## src/rtl/uart_frame_pkg.sv

```systemverilog
// ---------------------------------------------------------------------------
// uart_frame_pkg
// Shared types and constants for the framed UART transmit path.
//   SOF_DEFAULT : default start-of-frame marker byte
//   state_t     : framer control states
//   phase_t     : which field of the frame is being transmitted
// ---------------------------------------------------------------------------
package uart_frame_pkg;

   localparam logic [7:0] SOF_DEFAULT = 8'hA5;

   typedef enum logic [1:0] {
      FILL    = 2'd0,
      ISSUE   = 2'd1,
      WAIT_HI = 2'd2,
      WAIT_LO = 2'd3
   } state_t;

   typedef enum logic [1:0] {
      P_SOF = 2'd0,
      P_LEN = 2'd1,
      P_PAY = 2'd2,
      P_CHK = 2'd3
   } phase_t;

endpackage

```

## src/rtl/frame_buf.sv

```systemverilog
// ---------------------------------------------------------------------------
// frame_buf
// Single-frame payload store: DEPTH x 8 register array, synchronous write,
// asynchronous (combinational) read by index.
//   clk     : system clock
//   i_we    : write enable
//   i_waddr : write index
//   i_wdata : write byte
//   i_raddr : read index
//   o_rdata : byte at i_raddr
// ---------------------------------------------------------------------------
module frame_buf #(
   parameter int DEPTH = 16,
   parameter int AW    = $clog2(DEPTH)
) (
   input  logic          clk,
   input  logic          i_we,
   input  logic [AW-1:0] i_waddr,
   input  logic [7:0]    i_wdata,
   input  logic [AW-1:0] i_raddr,
   output logic [7:0]    o_rdata
);

   logic [7:0] w_mem [DEPTH];

   // One register per entry; contents need no reset because a frame only
   // ever reads indices it has already written.
   generate
      for (genvar gi = 0; gi < DEPTH; gi++) begin : g_entry
         logic [7:0] r_entry;
         always_ff @(posedge clk) begin
            if (i_we && (i_waddr == AW'(gi))) begin
               r_entry <= i_wdata;
            end
         end
         assign w_mem[gi] = r_entry;
      end
   endgenerate

   assign o_rdata = w_mem[i_raddr];

endmodule

```

## src/rtl/uart_tx_framer.sv

```systemverilog
// ---------------------------------------------------------------------------
// uart_tx_framer
// Collects payload bytes into a one-frame buffer, then feeds uart_tx with
// SOF, LEN, payload..., CHK using its send/busy handshake.
// CHK = LEN ^ XOR(payload); SOF is not covered.
//   clk        : system clock
//   rst        : asynchronous active-low reset
//   wr_en      : payload write strobe (accepted only while in_ready)
//   din        : payload byte
//   wr_last    : marks final payload byte (commit)
//   in_ready   : buffer accepting writes
//   tx_busy    : busy from uart_tx
//   tx_data    : byte for uart_tx
//   tx_send    : one-cycle send pulse
//   frame_done : one-cycle pulse after the CHK byte completes
//   overflow   : one-cycle pulse when a frame is cut at DEPTH bytes
// ---------------------------------------------------------------------------
module uart_tx_framer
   import uart_frame_pkg::*;
#(
   parameter int         DEPTH = 16,
   parameter logic [7:0] SOF   = SOF_DEFAULT
) (
   input  logic       clk,
   input  logic       rst,
   input  logic       wr_en,
   input  logic [7:0] din,
   input  logic       wr_last,
   output logic       in_ready,
   input  logic       tx_busy,
   output logic [7:0] tx_data,
   output logic       tx_send,
   output logic       frame_done,
   output logic       overflow
);

   localparam int AW = $clog2(DEPTH);

   state_t        r_state,    w_state_next;
   phase_t        r_phase,    w_phase_next;
   logic [7:0]    r_cnt,      w_cnt_next;
   logic [7:0]    r_chk,      w_chk_next;
   logic [AW-1:0] r_wr_ptr,   w_wr_ptr_next;
   logic [AW-1:0] r_rd_idx,   w_rd_idx_next;
   logic [7:0]    r_tx_data,  w_tx_data_next;
   logic          r_tx_send,  w_tx_send_next;
   logic          r_done,     w_done_next;
   logic          r_ovf,      w_ovf_next;
   logic          r_in_ready, w_in_ready_next;
   logic          w_we;
   logic [7:0]    w_rd_data;

   frame_buf #(
      .DEPTH (DEPTH),
      .AW    (AW)
   ) u_buf (
      .clk     (clk),
      .i_we    (w_we),
      .i_waddr (r_wr_ptr),
      .i_wdata (din),
      .i_raddr (r_rd_idx),
      .o_rdata (w_rd_data)
   );

   always_ff @(posedge clk or negedge rst) begin
      if (!rst) begin
         r_state    <= FILL;
         r_phase    <= P_SOF;
         r_cnt      <= '0;
         r_chk      <= '0;
         r_wr_ptr   <= '0;
         r_rd_idx   <= '0;
         r_tx_data  <= '0;
         r_tx_send  <= 1'b0;
         r_done     <= 1'b0;
         r_ovf      <= 1'b0;
         r_in_ready <= 1'b1;
      end else begin
         r_state    <= w_state_next;
         r_phase    <= w_phase_next;
         r_cnt      <= w_cnt_next;
         r_chk      <= w_chk_next;
         r_wr_ptr   <= w_wr_ptr_next;
         r_rd_idx   <= w_rd_idx_next;
         r_tx_data  <= w_tx_data_next;
         r_tx_send  <= w_tx_send_next;
         r_done     <= w_done_next;
         r_ovf      <= w_ovf_next;
         r_in_ready <= w_in_ready_next;
      end
   end

   always_comb begin
      w_state_next   = r_state;
      w_phase_next   = r_phase;
      w_cnt_next     = r_cnt;
      w_chk_next     = r_chk;
      w_wr_ptr_next  = r_wr_ptr;
      w_rd_idx_next  = r_rd_idx;
      w_tx_data_next = r_tx_data;
      w_tx_send_next = 1'b0;
      w_done_next    = 1'b0;
      w_ovf_next     = 1'b0;
      w_we           = 1'b0;

      case (r_state)
         FILL: begin
            if (wr_en) begin
               w_we          = 1'b1;
               w_cnt_next    = r_cnt + 8'd1;
               w_wr_ptr_next = r_wr_ptr + AW'(1);
               w_chk_next    = r_chk ^ din;
               // Last free slot: the write is forced to terminate the frame.
               if (wr_last || (r_cnt == 8'(DEPTH - 1))) begin
                  w_state_next  = ISSUE;
                  w_phase_next  = P_SOF;
                  w_rd_idx_next = '0;
                  w_ovf_next    = !wr_last;
               end
            end
         end

         ISSUE: begin
            if (!tx_busy) begin
               case (r_phase)
                  P_SOF:   w_tx_data_next = SOF;
                  P_LEN:   w_tx_data_next = r_cnt;
                  P_PAY:   w_tx_data_next = w_rd_data;
                  default: w_tx_data_next = r_chk ^ r_cnt;
               endcase
               w_tx_send_next = 1'b1;
               w_state_next   = WAIT_HI;
            end
         end

         WAIT_HI: begin
            // uart_tx raises busy a cycle or so after send; wait to see it
            // before looking for the falling edge.
            if (tx_busy) begin
               w_state_next = WAIT_LO;
            end
         end

         default: begin // WAIT_LO
            if (!tx_busy) begin
               w_state_next = ISSUE;
               case (r_phase)
                  P_SOF: w_phase_next = P_LEN;
                  P_LEN: w_phase_next = P_PAY;
                  P_PAY: begin
                     if (8'(r_rd_idx) == (r_cnt - 8'd1)) begin
                        w_phase_next = P_CHK;
                     end else begin
                        w_rd_idx_next = r_rd_idx + AW'(1);
                     end
                  end
                  default: begin
                     w_done_next   = 1'b1;
                     w_cnt_next    = '0;
                     w_chk_next    = '0;
                     w_wr_ptr_next = '0;
                     w_rd_idx_next = '0;
                     w_phase_next  = P_SOF;
                     w_state_next  = FILL;
                  end
               endcase
            end
         end
      endcase

      w_in_ready_next = (w_state_next == FILL);
   end

   assign in_ready   = r_in_ready;
   assign tx_data    = r_tx_data;
   assign tx_send    = r_tx_send;
   assign frame_done = r_done;
   assign overflow   = r_ovf;

endmodule

```

## config.mk

```make
export PLATFORM = sky130hd
export DESIGN_NAME = uart_tx_framer
export DESIGN_NICKNAME = d
export VERILOG_FILES = /design/src/rtl/uart_frame_pkg.sv /design/src/rtl/frame_buf.sv /design/src/rtl/uart_tx_framer.sv
export SDC_FILE = /design/constraint.sdc
export NUM_CORES = 1
export LEC_CHECK = 0
export ABC_AREA = 1
export BUFFER_PORTS_ARGS = -buffer_cell sky130_fd_sc_hd__buf_2
export CAP_MARGIN = 10
export CORE_MARGIN = 8
export CORE_UTILIZATION = 60
export DETAILED_ROUTE_END_ITERATION = 7
export PLACE_DENSITY = 0.74
export REMOVE_ABC_BUFFERS = 1
export SETUP_SLACK_MARGIN = 0.15
export SKIP_CTS_REPAIR_TIMING = 1
export SYNTH_ARGS = -nofsm -noshare
export SYNTH_HDL_FRONTEND = slang
export SYNTH_SLANG_ARGS = --single-unit
```

## constraint.sdc

```tcl
create_clock -name clk -period 2 [get_ports clk]
set_input_delay 0.2 -clock clk [delete_from_list [all_inputs] [get_ports clk]]
set_output_delay 0.2 -clock clk [all_outputs]
set_load 0.1 [all_outputs]
```

# ---- Word level (Yosys, flattened, before mapping)
# Index checks and enable logic that the tools add are counted.
dict set report totals {
  output_inout_bits 12
  word_cells 138
  ff_bits 168
  inputBits 13
}
dict set report classes {
  magnitude_cmp 1
  eq_ne 28
  n_bitwise 5
  add_sub_neg 4
  n_reduce_logical 30
  n_mux 43
}
# operator count
set ops {}
lappend ops {{$mux W8} 6}
lappend ops {{$bmux W8 S4} 1}
lappend ops {{$eq A4 B4 Y1 const B} 8}
lappend ops {{$pmux W8 S2} 2}
lappend ops {{$mux W4} 7}
lappend ops {{$pmux W4 S2} 3}
lappend ops {{$pmux W8 S3} 1}
lappend ops {{$mux W2} 9}
lappend ops {{$eq A4 B3 Y1 const B} 4}
lappend ops {{$logic_and A1 B1 Y1} 16}
lappend ops {{$xor A8 B8 Y8} 2}
lappend ops {{$pmux W2 S3} 2}
lappend ops {{$mux W1} 11}
lappend ops {{$add A4 B1 Y4 const B} 2}
lappend ops {{$add A8 B1 Y8 const B} 1}
lappend ops {{$eq A4 B2 Y1 const B} 2}
lappend ops {{$eq A4 B8 Y1} 1}
lappend ops {{$eq A8 B4 Y1 const B} 1}
lappend ops {{$sub A8 B1 Y8 const B} 1}
lappend ops {{$logic_not A2 Y1} 3}
lappend ops {{$ne A2 B1 Y1 const B} 3}
lappend ops {{$ne A3 B2 Y1 const B} 2}
lappend ops {{$reduce_and A6 Y1} 1}
lappend ops {{$reduce_or A3 Y1} 2}
lappend ops {{15 further kinds} 20}

# ---- Depth between registers and ports, before layout
dict set report logic_depth {
  depth_word 6
  depth_mapped 13
  mapped_depth_nobuf 13
}

# ---- Cells and area by module
# A second synthesis with hierarchy kept.
dict set report hier_totals {
  cells_unflattened 853
  hier_area_um2 8085.3
}
# mod cells_each n_inst area_per_inst_um2 seq_area_each_um2
set by_module_without_submodules {}
lappend by_module_without_submodules {frame_buf 545 1 5611.6 3843.7}
lappend by_module_without_submodules {uart_tx_framer 308 1 2473.6 1002.2}

# ---- Least setup slack after synthesis
# No wires, ideal clock.
dict set report synth_path {
  path_type {flip-flop to flip-flop}
  startpoint {register r_state[0]}
  endpoint {register u_buf.g_entry[0].r_entry[0], enable pin}
  period_less_slack_ps 1833
  required_ps 1630
  stages_incl_launch_ff 8
  arrival_time_ps 1463
  setup_time_ps 370
  path_slack_ps 167
  n_path_buf 1
  path_cell_list {dfrtp_1 > inv_1 > ha_1 > buf_4 > nand2_1 > inv_1 > nand2_1 > nor2_1}
}
dict set report synth_between {
  elab_chain_len 3
}
# item line
set synth_rtl {}
lappend synth_rtl {{start: declaration} uart_tx_framer.sv:39} ;# state_t r_state, w_state_next;
lappend synth_rtl {{start signal: assignment} uart_tx_framer.sv:79} ;# r_state <= w_state_next;
lappend synth_rtl {{$logic_not A2 Y1} uart_tx_framer.sv:106} ;# case (r_state)
lappend synth_rtl {{$mux W1} uart_tx_framer.sv:106}
lappend synth_rtl {{$logic_and A1 B1 Y1} frame_buf.sv:32} ;# if (i_we && (i_waddr == AW'(gi))) begin
lappend synth_rtl {{end signal: assignment} frame_buf.sv:33} ;# r_entry <= i_wdata;
lappend synth_rtl {{end: declaration} frame_buf.sv:30} ;# logic [7:0] r_entry;
# No other way between the ends.
# A chain may end at the register's enable or synchronous reset.

# ---- Worst setup path in the final report
dict set report layout_path {
  startpoint {register r_cnt[0]}
  endpoint {register r_rd_idx[1]}
}
dict set report layout_between {
  elab_chain_len 4
  elab_cells_between_ends 7
  classes_between {add/sub: 1; eq/ne: 4; reduce/logical: 2}
}
# item line
set layout_rtl {}
lappend layout_rtl {{start: declaration} uart_tx_framer.sv:41} ;# logic [7:0] r_cnt, w_cnt_next;
lappend layout_rtl {{start signal: assignment} uart_tx_framer.sv:81} ;# r_cnt <= w_cnt_next;
lappend layout_rtl {{$sub A8 B1 Y8 or $eq A8 B4 Y1 (tied branches)} {uart_tx_framer.sv:151, uart_tx_framer.sv:114}}
lappend layout_rtl {{$eq A4 B8 Y1 or $logic_or A1 B1 Y1 (tied branches)} {uart_tx_framer.sv:151, uart_tx_framer.sv:114}}
lappend layout_rtl {{$ne A3 B2 Y1 (no line) or $ne A2 B2 Y1 (tied branches)} -}
lappend layout_rtl {{$reduce_and A6 Y1 (no line) *} -}
lappend layout_rtl {{end signal: assignment} uart_tx_framer.sv:84} ;# r_rd_idx <= w_rd_idx_next;
lappend layout_rtl {{end: declaration} uart_tx_framer.sv:44} ;# logic [AW-1:0] r_rd_idx, w_rd_idx_next;
# Every way passes the cells marked *; elsewhere a longest branch is shown, timed or not.

==> results by group <==
Finish
  – Layout filler cell count: 1011
  – Fraction of final layout cells with drive strength greater than 1: 0.1540
  – Final standard cell count with taps included and fillers excluded: 1150
  – Final nets: 989
  – Sequential cell area in the final layout: 4850 um2
  – Inserted Diodes: 0
  – Total area of multi-input combinational cells: 2685 um2
  – Area growth from synthesis to final layout: 15.57%

Clock network
  – Clock Root Buffer: sky130_fd_sc_hd__clkbuf_16
  – Clock Tree Buf Depth: 2
  – Clock latency on the worst-skew pair: 0.43 ns
  – Clock transition at path regs: 0.06 ns
  – Num CTS Buffers: 17
  – Clock sink total: 168
  – Number of H-tree levels: 4
  – CTS tree: yes

Route
  – Remaining design rule violation count: 0
  – Detail Route Antenna Nets: 0
  – Average vias per placed instance: 5.452
  – Initial DRT Pass Iterations: 5
  – Detailed-route wire length: 19730 um
  – Number of vias after detailed routing: 6270
  – Average wire per standard cell: 17.16 um
  – Initial detailed-routing violation count: 672

Setup path
  – Launching element type of the critical path: flop
  – Endpoint class of the critical path: flop
  – Worst endpoint data arrival time: 2.08 ns
  – Worst r2r dst: r_rd_idx[1]
  – Reg2Reg Setup Slack: 0.24 ns
  – Required time at the worst-slack endpoint: 2.31 ns
  – Cells on worst reg2reg path: 11
  – Critical Path Fanout Max: 5
  – Critical path launch point: r_cnt[0]
  – Reg2reg start: r_cnt[0]
  – Kind of critical path: flop to flop
  – Setup crit end: r_rd_idx[1]

Die
  – Width of the chip: 132.2 um
  – Area enclosed by the die boundary: 17470 um2
  – Ports placed on the boundary: 25
  – Row cnt: 42
  – Initial core utilization: 0.6140
  – Core region area: 13190 um2
  – Height of the die: 132.2 um

Placed design
  – Placer's final routability congestion estimate: 0.8969
  – Inst Count DP: 1103
  – HPWL after DPL: 12910 um
  – Port Buffer Count: 24

Yosys
  – Part of the Yosys area used for sequential elements: 0.5983
  – Largest area contributor in the netlist: sky130_fd_sc_hd__edfxtp_1
  – Yosys warning count: 0
  – Largest cells by area after synthesis: sky130_fd_sc_hd__edfxtp_1, sky130_fd_sc_hd__nand2_1, sky130_fd_sc_hd__dfrtp_1
  – Yosys top cell area share: 0.4746
  – Netlist area before placement: 8099 um2
  – Synth Register Bits: 168
  – Average cell area after synthesis: 8.989 um2
  – Distinct cell type count after synthesis: 31
  – Synth Instances: 901

Pwr
  – Cell Pwr Density: 1355 nW/um2
  – Worst IR drop on VDD: 1191 uV
  – Standby leakage power: 4.309 nW
  – Total design power: 12.69 mW

Timing
  – Final worst path period share: 0.8813
  – Summed negative setup slack over all endpoints: 0 ns
  – Worst clock skew on the final layout: 0.007896 ns
  – Final setup fails: 0
  – Min Hold Slack: 0.1215 ns
  – Final Hold Violating Endpoints: 0
  – Slew HR: 0.5182
  – Pin slew with the least headroom to its limit: 0.7227 ns
  – FMAX: 0.5673 GHz
  – Slew Limit Fails: 0
  – Minimum clock period after layout: 1.763 ns
  – Setup repair after global routing missed its margin: true

GRT
  – Global-route congestion overflow total: 0
  – First-pass GRT wire length: 30810 um
  – All-Layer GR Usage: 0.2257
  – Largest net degree at the start of global routing: 55
  – Number of global-route vias before repair: 5966
  – Antenna violations before repair: 0

Job
  – Max-Cap Viols: 0

Hold path
  – Worst Hold Class: input pin to flop

Status
  – Run status: complete, no violations
-- routing by layer --
metal | GRT usage | vias to the layer above | share of wire
met2 | 0.3527 | 257 | 0.48
met5 | 0 | - | 0
met4 | 0.08896 | 0 | 0.024
met3 | 0.04040 | 35 | 0.068
li1 | - | 3012 | -
met1 | 0.3071 | 2966 | 0.43
-- synth_stat cells (all sizes together) --
cell    count
nand2     343
edfxtp    128
inv       126
nand3      94
nor2       46
dfrtp      39
buf        22
a21oi      21
o21ai      21
ha         15
clkbuf     12
nor3       10
o21a        7
nand4       4
o22ai       4
nor3b       3
a31o        1
dfstp       1
nor4        1
o21bai      1
or2         1
xor2        1
-- worst max-delay path, cell delays in order, from the launching register on --
cell and delay [ns]:
sky130_fd_sc_hd__dfrtp_2 0.42, sky130_fd_sc_hd__buf_4 0.14, sky130_fd_sc_hd__ha_2 0.21, sky130_fd_sc_hd__nand2_1 0.06, sky130_fd_sc_hd__nor2_1 0.09, sky130_fd_sc_hd__nand2_1 0.11
sky130_fd_sc_hd__nand3_1 0.12, sky130_fd_sc_hd__nand3_2 0.12, sky130_fd_sc_hd__nor2_4 0.16, sky130_fd_sc_hd__nand2_2 0.10, sky130_fd_sc_hd__nand2_1 0.07, sky130_fd_sc_hd__nand2_1 0.05
-- where the power goes --
group | internal, mW | switching, mW | total (mW)
logic | 1.56 | 3.46 | 5.02
registers | 4.22 | 0.302 | 4.52
clock network | 1.74 | 1.40 | 3.15
total | 7.52 | 5.17 | 12.7
-- per-stage QoR --
stage,setup slack [ns],util,cell area [um2]
CTS,-0.1036,0.6935,9148
detailed placement,-0.08567,0.6503,8577
global placement,0.001488,0.6503,8577
finish,0.2374,0.7096,9360
global route,0.1186,0.7096,9360
floorplan,-0.7933,-,7928
-- sequential cells by signal (all words and copies together), names as in the netlist --
signal	flops
u_buf.g_entry.r_entry	128
r_state	2
frame_done	1
overflow	1
in_ready	1
r_wr_ptr	4
r_chk	8
tx_send	1
r_cnt	8
r_phase	2
r_rd_idx	4
tx_data	8
-- logic make-up (layout without fill, tap and decap cells) --
logic type               count (synthesis)  after routing  share of synthesized area
AO/OA/AOI/OAI                           55             55                    0.04125
flip-flops                             168            168                     0.5983
adder cells (fa/ha/maj)                 15             15                    0.02317
AND/OR/NAND/NOR                        502            502                     0.2566
XOR/XNOR                                 1              1                   0.001082
buffers and inverters                  160            233                    0.07956
-- placed cells by master (no fill, tap or decap), drive strengths merged --
master	n
a21oi	21
a31o	1
buf	73
bufinv	1
clkbuf	18
clkinv	5
clkinvlp	3
dfrtp	39
dfstp	1
dlygate4sd3	2
edfxtp	128
ha	15
inv	131
nand2	343
nand3	94
nand4	4
nor2	46
nor3	10
nor3b	3
nor4	1
o21a	7
o21ai	21
o21bai	1
o22ai	4
or2	1
xor2	1
-- worst min-delay path by stage --
| stage | from | endpoint | slack (ns) | depth (start not counted) |
|---|---|---|---|---|
| 6_report | tx_busy | frame_done | 0.12 | 2 |
| 5_1_grt | wr_en | overflow | 0.12 | 3 |
| 3_5_place_dp | rst | frame_done | 0.29 | 1 |
| 3_3_place_gp | rst | frame_done | 0.28 | 1 |
| 2_1_floorplan | rst | frame_done | -0.1 | 0 |
| 4_1_cts | rst | overflow | -0.17 | 1 |
-- cell type report --
| type | count | area share |
|---|---|---|
| Inverter | 126 | 0.05186 |
| Multi-Input combinational cell | 573 | 0.2869 |
| Sequential cell | 168 | 0.5181 |
| Tap cell | 176 | 0.02353 |
| Timing Repair Buffer | 75 | 0.05868 |
| Clock inverter | 14 | 0.01510 |
| Clock buffer | 18 | 0.04585 |
(Power assumes the default switching activity.)
